`src/rtl/product_accum.sv`:
```
// Unsigned product accumulator: sums a burst of products and holds the total for a consumer.
// Optional build macro ACC_SAT_EN: saturate the accumulator on overflow instead of wrapping.
module product_accum #(
  parameter int PW = 16,
  parameter int AW = 24,
  parameter int CW = 8
) (
  input  logic          clk,
  input  logic          rst,
  input  logic          clr,
  input  logic          in_valid,
  output logic          in_ready,
  input  logic [PW-1:0] in_prod,
  input  logic          in_last,
  output logic          out_valid,
  input  logic          out_ready,
  output logic [AW-1:0] out_acc,
  output logic [CW-1:0] out_count,
  output logic          out_ovf
);

  localparam logic [0:0] ACC  = 1'b0;
  localparam logic [0:0] HOLD = 1'b1;

  logic [0:0]    state;
  logic [AW-1:0] acc_p1;
  logic [CW-1:0] count_p1;
  logic          ovf_p1;
  logic          vld_p0;
  logic [AW:0]   sum_p0;

  // Returns {carry, next_acc}; the carry drives the sticky overflow flag.
  function automatic logic [AW:0] acc_add(input logic [AW-1:0] a, input logic [PW-1:0] p);
    logic [AW:0] s;
    s = {1'b0, a} + {{(AW+1-PW){1'b0}}, p};
`ifdef ACC_SAT_EN
    if (s[AW]) s[AW-1:0] = {AW{1'b1}};
`else
    s = s;
`endif
    return s;
  endfunction

  function automatic logic [CW-1:0] count_inc(input logic [CW-1:0] c);
    if (&c) return c;
    return c + {{(CW-1){1'b0}}, 1'b1};
  endfunction

  assign in_ready  = (state == ACC)  & ~rst & ~clr;
  assign out_valid = (state == HOLD) & ~rst & ~clr;
  assign vld_p0    = in_valid & in_ready;
  assign sum_p0    = acc_add(acc_p1, in_prod);

  // p0 -> p1: accepted beat folded into the running registers
  always_ff @(posedge clk) begin
    if (rst || clr) begin
      state    <= ACC;
      acc_p1   <= '0;
      count_p1 <= '0;
      ovf_p1   <= 1'b0;
    end else begin
      case (state)
        ACC: begin
          if (vld_p0) begin
            acc_p1   <= sum_p0[AW-1:0];
            ovf_p1   <= ovf_p1 | sum_p0[AW];
            count_p1 <= count_inc(count_p1);
            if (in_last) state <= HOLD;
          end
        end
        default: begin
          if (out_ready) begin
            acc_p1   <= '0;
            count_p1 <= '0;
            ovf_p1   <= 1'b0;
            state    <= ACC;
          end
        end
      endcase
    end
  end

  assign out_acc   = acc_p1;
  assign out_count = count_p1;
  assign out_ovf   = ovf_p1;

endmodule

```
`config.mk`:
```
export PLATFORM = sky130hd
export DESIGN_NAME = product_accum
export DESIGN_NICKNAME = d
export VERILOG_FILES = /design/src/rtl/product_accum.sv
export SDC_FILE = /design/constraint.sdc
export NUM_CORES = 1
export LEC_CHECK = 0
export BUFFER_PORTS_ARGS = -buffer_cell sky130_fd_sc_hd__buf_2
export CAP_MARGIN = 30
export CORE_UTILIZATION = 55
export CTS_BUF_LIST = sky130_fd_sc_hd__clkbuf_4 sky130_fd_sc_hd__clkbuf_8
export DETAILED_ROUTE_END_ITERATION = 8
export PLACE_DENSITY_LB_ADDON = 0.1
export SYNTH_ARGS = -nofsm -noshare
export SYNTH_HDL_FRONTEND = slang
export SYNTH_SLANG_ARGS = --single-unit
```
`constraint.sdc`:
```
create_clock -name clk -period 6.9 [get_ports clk]
set_input_delay 0.345 -clock clk [delete_from_list [all_inputs] [get_ports clk]]
set_output_delay 0.345 -clock clk [all_outputs]
set_load 0.02 [all_outputs]
```
Word-level counts from Yosys, hierarchy flattened
Index checks and enable logic that the tools add are counted.
Widths: inputs -> output; s select.
Storage, ports and cells
  register bits after elaboration: 34
  input port bits: 22
  output and inout port bits: 35
  word-level logic and storage cells: 40
Operators by class
  $add $sub $neg: 2
  equal/unequal tests: 2
  mux-type cells: 18
  bitwise gates (word level): 9
  reductions and logical operators: 5
Operators with widths (number)
  $mux 24: 3
  $mux 8: 4
  $add 24x16->25: 1
  $mux 1: 11
  $add 8x1->8 const B: 1
  $reduce_and 8->1: 1
  $and 1x1->1: 5
  $ne 3x3->1 const B: 1
  $not 1->1: 3
  $reduce_and 3->1: 1
  $ne 2x2->1 const B: 1
  $reduce_and 2->1: 1
  $reduce_bool 2->1: 1
  $logic_or 1x1->1: 1
  $or 1x1->1: 1

Logic depth before layout (Yosys ltp)
  depth in word-level cells: 10
  gate-level depth with buffers: 8
  gate-level depth less buffers: 8

Least setup slack after synthesis
No wires, ideal clock.
  path type: reg-to-reg
  from: reg acc_p1[0], in the netlist out_acc[0]
  to: reg acc_p1[20], in the netlist out_acc[20]
  library setup time: 132 ps
  data arrival time: 2170 ps
  data required time: 6768 ps
  slack: 4598 ps
  cell stages (with the launch flop): 9
  path buffers: 0
  period minus slack after synthesis: 2302 ps
  path through: dfxtp_1 ha_1 fa_1 a21o_1 a221oi_2 a21oi_1 o32ai_2 or3_1 a21oi_1
Between the ends
  cells in the longest elaborated chain, start to end: 3
Ends and longest elaborated chain
  from (decl): line 26  | logic [AW-1:0] acc_p1;
  from (signal assigned): line 65  | acc_p1 <= sum_p0[AW-1:0];
  $add 24x16->25: line 35  | s = {1'b0, a} + {{(AW+1-PW){1'b0}}, p};
  $mux 24: line 64  | if (vld_p0) begin
  $mux 24: line 62  | case (state)
Every way passes these cells. The select of a mux whose other input is x is not followed.
A chain may end at the register's enable or synchronous reset.

Worst setup path in the final report
  from: reg acc_p1[0], in the netlist out_acc[0]
  to: reg acc_p1[16], in the netlist out_acc[16]
Same word-level chain as after synthesis.

==> flow_summary_export.csv <==
group,metric,value,unit
status,status,"completed",
synthesis,ys_types,48,
sta,worstMarginPinSlew,0.706,ns
sta,fmax,394,MHz
critical_path,cp-end-kind,"flop",
critical_path,cp_max_fo,5,
clock_network,htree_levels,2,
placed_design,place_congestion,0.894,
critical_path,arrival,2.69,ns
layout,drive_gt1_frac,0.233,
worst_hold_path,worst_hold_path.num_cells,3,
synthesis,ys_seq_area_frac,0.312,
sta,fin_ws,4.36,ns
route,drt_iter0_markers,152,
sta,finClkSkew,0.00533,ns
sta,finalCritPeriodShare,0.368,
route,dr_total_vias,2079,
worst_hold_path,min-delay-start,"in_last",
synthesis,synth_top_area_frac,0.312,
placed_design,dp.final_hpwl,3630,um
clock_network,cts_buffers,5,
power,power_leakage,1.16,nW
route,ant_nets,0,
layout,syn_to_final_growth,18.1,%
die,initial_core_util,0.583,
route,wl,4760,um
synthesis,synth_area,0.00218,sq mm
layout,diodes,0,
power,irDropWorstVdd,0.0000871,V
clock_network,post-cts-setup-buffers,0,
placed_design,post-place-ws,4.27,ns
critical_path,worst_setup_path_start_kind,"flop",
synthesis,synth_cells,262,
clock_network,ctsResizeCount,0,
global_route,grt-ovfl-total,0,
layout,final_common_cell,"buf_2",
worst_hold_path,hold_class,"in -> reg",
clock_network,cts_tree,"yes",
sta,min_period,2.54,ns
die,io_pins,57,
sta,setup_tns,0,ns
global_route,track_usage,0.247,
clock_network,clkTransAtPathRegs,0.07,ns
clock_network,clockRootBuffer,"clkbuf_8",
synthesis,ys.flop_type,"dfxtp_1",
critical_path,r2r_cells,8,
sta,rsz0062_at_grt,"no",
worst_hold_path,holdPathEnd,"state",
layout,final_cell_mix,"buf_2 (56), dfxtp_1 (34), nand2_1 (32), o21ai_0 (23), a21oi_1 (20)",
synthesis,ys_top_cells_by_area,"dfxtp_1 (31%), ha_1 (9.7%), nand2_1 (5.5%), o21ai_0 (5.3%), xor2_1 (5.2%)",
synthesis,yosys_warnings,0,
sta,whs,0.259,ns
flow_run,maxCapViolations,0,
route,drt_pass1_iterations,4,
layout,num-fill-cells,347,
critical_path,worstPathRequired,7.05,ns
clock_network,cts.sinks,34,
synthesis,synthArstFlopShare,0,
die,fp-row-count,22,
route,wl_per_cell,13.0,um
clock_network,clk_latency,0.28,ns
synthesis,ys_seq_elements,34,
synthesis,syn_avg_cell_area,8.33,sq um
die,fp.dieW,65.0,um
global_route,grt_pass1_vias,1834,
die,die_h,65.0,um
global_route,grt_max_degree,16,
sta,hold_viol_final,0,
synthesis,yosysTopAreaCell,"dfxtp_1",
route,vias_per_cell,5.70,
critical_path,timing.rr.end,"out_acc[16]",
die,die_area,0.00422,sq mm
critical_path,rr_startpoint,"out_acc[0]",
synthesis,synth_edf_count,0,
synthesis,syn_nets,302,
sta,drv_slew,0,
global_route,antenna_found_initial,0,
placed_design,port_buffers,56,
die,core_area,0.00374,sq mm
global_route,grt_pass1_wl,8150,um
critical_path,crit_type,"reg -> reg",
route,drc,0,
sta,slew_headroom,0.528,
layout,nets,357,
power,p_per_area,167,mW/mm^2
clock_network,ctsHoldBuffers,0,
critical_path,ff2ff_setup_slack,4.36,ns
sta,setup_viol,0,
clock_network,clk_path_buf_depth,2,
synth_stat cells (2+ instances only):
master and instances:
a22o_1 3, nor3_1 6, nor2_1 16, o211ai_1 5
a21o_1 7, nand2b_1 5, nor4_1 2, nand4_1 7
or3_1 2, xor2_1 13, o21ai_0 23, nand2_1 32
buf_2 2, mux2i_1 3, and3_1 6, and2_1 3
ha_1 17, a211oi_1 2, nand3_1 9, a31oi_1 3
inv_1 3, dfxtp_1 34, a21oi_1 20, xnor2_1 8
a311oi_1 3, clkbuf_1 6
power by group:
group | switching [W] | internal, W
Combinational | 0.0000530 | 0.0000350
Clock | 0.0000699 | 0.0000677
Sequential | 0.00000420 | 0.000201
Total | 0.000127 | 0.000304
final cells by class:
cell class | instances | area (sq um) | share of cell area
multi-input combinational | 216 | 1450 | 0.564
sequential | 34 | 681 | 0.264
timing repair buffer | 57 | 292 | 0.113
clock buffer | 5 | 68.8 | 0.0267
tap | 48 | 60.1 | 0.0233
inverter | 3 | 11.3 | 0.00437
clock inverter | 2 | 10.0 | 0.00389
state kept, by name, summed over array words and instances (netlist names):
signal,cells
out_acc,24
out_count,8
out_ovf,1
state,1
critical path: stages (launching register included):
cell      delay [ns]
dfxtp_1         0.33
ha_1            0.22
fa_1            0.41
a21o_1          0.20
a221oi_2        0.41
a21oi_1         0.19
o32ai_2         0.41
or3_1           0.16
a21oi_1         0.06
cell families (layout without fill, tap and decap cells):
| kind of cell | after synthesis | after routing | synth area share |
|---|---|---|---|
| xor+xnor | 21 | 21 | 0.0843 |
| simple gates | 95 | 95 | 0.220 |
| flops | 34 | 34 | 0.312 |
| mux | 4 | 4 | 0.0189 |
| compound gates | 78 | 78 | 0.236 |
| buf+inv | 12 | 67 | 0.0218 |
| fa+ha+maj | 18 | 18 | 0.107 |
metrics by stage:
step	cell area (sq um)	total power, W	utilization	cells
floorplan	2180	0.000273	-	262
global placement	2490	0.000295	0.664	357
detailed placement	2500	0.000297	0.667	358
CTS	2580	0.000436	0.688	365
global route	2580	0.000456	0.688	365
finish	2580	0.000431	0.688	365
worst max-delay path by stage:
stage / from / endpoint / slack (ns) / cells past startpoint
final: out_acc[0] / out_acc[16] / 4.36 / 8
after global routing: out_acc[0] / out_acc[16] / 4.15 / 8
after CTS: out_acc[0] / out_acc[20] / 4.40 / 8
after detailed placement: in_prod[0] / out_acc[20] / 4.27 / 9
after global placement: in_prod[0] / out_acc[20] / 4.34 / 9
after floorplan: out_acc[0] / out_acc[20] / 4.60 / 8
routing by layer:
metal | GRT usage | share of wire
met5 | 0 | 0
met4 | 0.0917 | 0.0074
met3 | 0.0440 | 0.047
met2 | 0.376 | 0.44
met1 | 0.343 | 0.51
Power figures use the tool's default switching activity.
